### src/rtl/fft_pkg.sv
// ---------------------------------------------------------------------------
// fft_pkg : shared constants and rounding/saturation helper for the SDF FFT
// Rev 1.0
// ---------------------------------------------------------------------------
`default_nettype none

package fft_pkg;

  localparam int FFT_N   = 64;
  localparam int DATA_W  = 16;
  localparam int TW_W    = 8;
  localparam int TW_FRAC = 6;
  localparam int ADDR_W  = $clog2(FFT_N);

  localparam int PROD_W  = DATA_W + TW_W;
  localparam int SUM_W   = PROD_W + 1;

  localparam logic signed [SUM_W:0]    RND_HALF = (SUM_W + 1)'(2 ** (TW_FRAC - 1));
  localparam logic signed [DATA_W-1:0] SAT_HI   = {1'b0, {(DATA_W - 1){1'b1}}};
  localparam logic signed [DATA_W-1:0] SAT_LO   = {1'b1, {(DATA_W - 1){1'b0}}};

  // Round half-up by TW_FRAC bits, then clip to the DATA_W signed range.
  function automatic logic signed [DATA_W-1:0] sat_round(input logic signed [SUM_W-1:0] x);
    logic signed [SUM_W:0] r;
    r = ($signed({x[SUM_W-1], x}) + RND_HALF) >>> TW_FRAC;
    if (r > SAT_HI) begin
      return SAT_HI;
    end else if (r < SAT_LO) begin
      return SAT_LO;
    end
    return r[DATA_W-1:0];
  endfunction

endpackage

`default_nettype wire

### src/rtl/cmult_pipe.sv
// ---------------------------------------------------------------------------
// cmult_pipe : 2-stage complex multiply, round half-up and saturate
// Rev 1.0
// ---------------------------------------------------------------------------
`default_nettype none

module cmult_pipe
  import fft_pkg::*;
(
  input  logic                     clk,
  input  logic                     rst,
  input  logic                     mul_en,
  input  logic                     out_en,
  input  logic signed [DATA_W-1:0] a_re,
  input  logic signed [DATA_W-1:0] a_im,
  input  logic signed [TW_W-1:0]   w_re,
  input  logic signed [TW_W-1:0]   w_im,
  output logic signed [DATA_W-1:0] out_re,
  output logic signed [DATA_W-1:0] out_im
);

  logic signed [PROD_W-1:0] ac;
  logic signed [PROD_W-1:0] bd;
  logic signed [PROD_W-1:0] ad;
  logic signed [PROD_W-1:0] bc;
  logic signed [SUM_W-1:0]  re_sum;
  logic signed [SUM_W-1:0]  im_sum;

  function automatic logic signed [PROD_W-1:0] smul(
    input logic signed [DATA_W-1:0] d,
    input logic signed [TW_W-1:0]   w
  );
    return $signed({{(PROD_W - DATA_W){d[DATA_W-1]}}, d}) *
           $signed({{(PROD_W - TW_W){w[TW_W-1]}}, w});
  endfunction

  always_ff @(posedge clk) begin
    if (rst) begin
      ac <= '0;
      bd <= '0;
      ad <= '0;
      bc <= '0;
    end else if (mul_en) begin
      ac <= smul(a_re, w_re);
      bd <= smul(a_im, w_im);
      ad <= smul(a_re, w_im);
      bc <= smul(a_im, w_re);
    end
  end

  assign re_sum = {ac[PROD_W-1], ac} - {bd[PROD_W-1], bd};
  assign im_sum = {ad[PROD_W-1], ad} + {bc[PROD_W-1], bc};

  // Output only updates on valid data so it holds across bubbles.
  always_ff @(posedge clk) begin
    if (rst) begin
      out_re <= '0;
      out_im <= '0;
    end else if (out_en) begin
      out_re <= sat_round(re_sum);
      out_im <= sat_round(im_sum);
    end
  end

endmodule

`default_nettype wire

### src/rtl/sdf_twiddle_mult.sv
// ---------------------------------------------------------------------------
// sdf_twiddle_mult : SDF FFT twiddle stage, ROM addressing and data alignment
// Rev 1.0
// ---------------------------------------------------------------------------
`default_nettype none

module sdf_twiddle_mult
  import fft_pkg::*;
(
  input  logic                     clk,
  input  logic                     rst,
  input  logic                     in_valid,
  input  logic signed [DATA_W-1:0] in_re,
  input  logic signed [DATA_W-1:0] in_im,
  output logic [ADDR_W-1:0]        addr,
  input  logic signed [TW_W-1:0]   twiddle_re,
  input  logic signed [TW_W-1:0]   twiddle_im,
  output logic                     out_valid,
  output logic signed [DATA_W-1:0] out_re,
  output logic signed [DATA_W-1:0] out_im,
  output logic                     out_sof
);

  logic [ADDR_W-1:0]        cnt;
  logic                     v1;
  logic                     v2;
  logic                     v3;
  logic                     sof1;
  logic                     sof2;
  logic                     sof3;
  logic signed [DATA_W-1:0] d_re;
  logic signed [DATA_W-1:0] d_im;

  // Data is registered on the same edge the ROM samples addr, so both
  // arrive together one cycle later.
  always_ff @(posedge clk) begin
    if (rst) begin
      cnt  <= '0;
      v1   <= 1'b0;
      v2   <= 1'b0;
      v3   <= 1'b0;
      sof1 <= 1'b0;
      sof2 <= 1'b0;
      sof3 <= 1'b0;
      d_re <= '0;
      d_im <= '0;
    end else begin
      v1   <= in_valid;
      v2   <= v1;
      v3   <= v2;
      sof1 <= in_valid && (cnt == '0);
      sof2 <= sof1;
      sof3 <= sof2;
      if (in_valid) begin
        cnt  <= cnt + ADDR_W'(1);
        d_re <= in_re;
        d_im <= in_im;
      end
    end
  end

  assign addr      = cnt;
  assign out_valid = v3;
  assign out_sof   = sof3;

  cmult_pipe u_cmult (
    .clk    (clk),
    .rst    (rst),
    .mul_en (v1),
    .out_en (v2),
    .a_re   (d_re),
    .a_im   (d_im),
    .w_re   (twiddle_re),
    .w_im   (twiddle_im),
    .out_re (out_re),
    .out_im (out_im)
  );

endmodule

`default_nettype wire

### config.mk
export PLATFORM = sky130hd
export DESIGN_NAME = sdf_twiddle_mult
export DESIGN_NICKNAME = d
export VERILOG_FILES = /design/src/rtl/fft_pkg.sv /design/src/rtl/cmult_pipe.sv /design/src/rtl/sdf_twiddle_mult.sv
export SDC_FILE = /design/constraint.sdc
export NUM_CORES = 2
export LEC_CHECK = 0
export CORE_MARGIN = 2
export CORE_UTILIZATION = 50
export DETAILED_ROUTE_END_ITERATION = 8
export GPL_ROUTABILITY_DRIVEN = 0
export PLACE_DENSITY = 0.71
export SLEW_MARGIN = 25
export SYNTH_ARGS = -nofsm -noshare
export SYNTH_HDL_FRONTEND = slang
export SYNTH_SLANG_ARGS = --single-unit
### constraint.sdc
create_clock -name clk -period 9.53 [get_ports clk]
set_input_delay 1.4295 -clock clk [delete_from_list [all_inputs] [get_ports clk]]
set_output_delay 1.4295 -clock clk [all_outputs]
set_load 0.05 [all_outputs]
==> flow_metrics.tcl <==
set metrics [dict create \
    cts_sinks 172 \
    ys.flop_type "dfxtp_1" \
    wl_mm 66.24 \
    seq_area_frac_synth_pct 13.02 \
    final.setup.worst_slack_ps 2372 \
    power.density_nw_per_um2 168.5 \
    die_w_um 234.0 \
    fin_tns_setup_ps 0 \
    cts_tree "yes" \
    core_sq_um 52450 \
    post_cts_buffers 0 \
    place_hpwl_mm 51.75 \
    hp-class "reg2reg" \
    finClkSkew_ps 11.81 \
    hold_violations 0 \
    design.die.area_sq_um 54730 \
    die_h_um 234.0 \
    final_cell_mix "586 x inv_1, 412 x fa_1, 348 x and2_1" \
    core.rowCount 84 \
    cts_resized 0 \
    clockBufferDepth 2 \
    cts_buffers 17 \
    p_leak_nw 14.05 \
    required_ps 9890 \
    via_per_inst 5.380 \
    synth_cell_types 61 \
    path_max_fanout 20 \
    grt_pass1_wl_mm 109.1 \
    p_total_mw 4.799 \
    clk_pin_slew_ps 70 \
    end_kind "register" \
    ctsHoldBuffers 0 \
    grt_pass1_vias 21195 \
    root_buffer "clkbuf_16" \
    vias 19996 \
    grt_util_all_layers_pct 25.63 \
    synth_area_leaders "fa_1 31%, dfxtp_1 13%, ha_1 13%, inv_1 8.3%, and2_1 8.2%" \
    yosysWarnings 0 \
    grt_overflow 0 \
    cap_violations 0 \
    setup_viol_count_final 0 \
    min_period_ps 7158 \
    antenna_left 0 \
    startpoint_type "input pin" \
    hold_start "sof2" \
    synth_edf_count 0 \
    synth_top_area_cell "fa_1" \
    reg2reg_depth 21 \
    htree_levels 4 \
    pre_cts_slack_ps 1954 \
    antenna_found_initial 0 \
    rsz0062_at_grt "no" \
    final_common_cell "inv_1" \
    place_area_sq_um 27910 \
    tightest_slew_ps 1118 \
    netlist_instances 3010 \
    syn_area_per_cell_sq_um 8.784 \
    outcome "completed" \
    synthArstFlopShare_pct 0 \
    grt_max_degree 90 \
    start_util_pct 50.41 \
    slew_headroom_pct 25.21 \
    nets 3753 \
    peakVddDrop_mv 0.1420 \
    drc 0 \
    syn_area_sq_um 26440 \
    ys_seq_elements 172 \
    area.growth.synth_to_final_pct 7.718 \
    r2r_slack_ps 3790 \
    crit_arrival_ps 7520 \
    io_pins 91 \
    crit_type "in2reg" \
    drt_iter0_drc 1258 \
    routedWlPerCell_um 17.82 \
    clk_latency_ps 510 \
    holdPathStages 1 \
    postLayoutCellArea_sq_um 28480 \
    fmax_mhz 139.7 \
    synth_top_area_share_pct 31.20 \
    final_max_slew_viol_count 0 \
    reg2reg_to "u_cmult.bd[22]" \
    post_route_cells_drive_above_1_share_pct 3.005 \
    reg2reg_from "d_im[3]" \
    port_buffers 90 \
    syn_nets 3747 \
    whs_endpoint "out_sof" \
    dr.pass1.iters 5 \
    min_period_over_period_pct 75.11 \
]
[final cells by class]
cell class | instances | area, sq um
flip-flops and latches | 172 | 3447
diodes | 1 | 2.502
fillers | 4619 | 23970
multi-input cells | 2121 | 20310
inverters | 588 | 2207
clock buffers | 19 | 452.9
well taps | 688 | 860.8
repair buffers | 116 | 1087
clock inverters | 12 | 112.6
[through the flow]
stage,std cells,hold WS (ps),util [%]
6_report,3717,437.6,54.30
4_1_cts,3716,441.1,54.30
3_5_place_dp,3685,424.5,53.22
2_1_floorplan,3010,413.8,-
5_1_grt,3716,469.5,54.30
3_3_place_gp,3685,417.6,53.21
[worst max-delay path by stage]
stage,startpoint,end,slack [ps],cells past startpoint
detailed placement,twiddle_im[7],u_cmult.ad[22],1950,21
global placement,twiddle_im[7],u_cmult.ad[22],2000,21
floorplan,twiddle_re[7],u_cmult.bc[22],3380,20
global route,twiddle_re[2],u_cmult.bc[20],2190,21
finish,twiddle_im[7],u_cmult.ad[22],2370,21
CTS,twiddle_im[7],u_cmult.ad[22],2500,21
[registers in the layout, indices dropped and copies added (netlist names)]
| name | count |
|---|---|
| addr | 6 |
| u_cmult.ad | 24 |
| v2 | 1 |
| u_cmult.out_im | 16 |
| u_cmult.out_re | 16 |
| out_valid | 1 |
| out_sof | 1 |
| d_im | 16 |
| u_cmult.bc | 24 |
| d_re | 16 |
| sof2 | 1 |
| u_cmult.ac | 24 |
| u_cmult.bd | 24 |
| sof1 | 1 |
| v1 | 1 |
[Yosys cell counts (26+ instances only)]
library cell / instances
nand3_1: 28
inv_1: 587
and2_1: 348
mux2i_1: 92
xnor2_1: 91
nand2_1: 174
a21o_1: 27
fa_1: 412
dfxtp_1: 172
ha_1: 274
nor2_1: 256
a21oi_1: 90
xor2_1: 26
o21ai_0: 46
clkbuf_1: 116
a211oi_1: 33
[power breakdown]
part           switching, mW  internal [mW]  total, mW
clock network          0.346          0.373      0.720
registers              0.131          0.818      0.949
logic                   1.81           1.32       3.13
total                   2.29           2.51       4.80
[layer usage]
metal / vias up / track usage, % / wire length, um
met3: 129 / 6.359 / 5613
li1: 9303 / - / -
met4: 0 / 9.118 / 2040
met2: 734 / 41.34 / 29780
met5: - / 0 / 0
met1: 9830 / 33.52 / 28800
[critical path: stages]
cell	delay [ps]
clkdlybuf4s50_1	750
clkinv_1	580
buf_4	440
nor2_1	180
fa_1	460
fa_1	460
fa_1	500
inv_1	50
fa_1	480
inv_1	40
ha_1	290
inv_1	50
a21oi_1	130
o21ai_0	100
nand2b_1	140
a41oi_1	160
o21ai_0	470
a211oi_1	150
or3_1	410
xor2_1	140
o22ai_1	90
[logic make-up after synthesis]
group / synth area share [%]
adders and majority gates: 44.16
DFF: 13.02
buffers and inverters: 10.21
AOI/OAI and AO/OA: 7.108
muxes: 3.483
xor gates and xnor gates: 3.876
and+or+nand+nor: 18.14
Power figures use the tool's default switching activity.
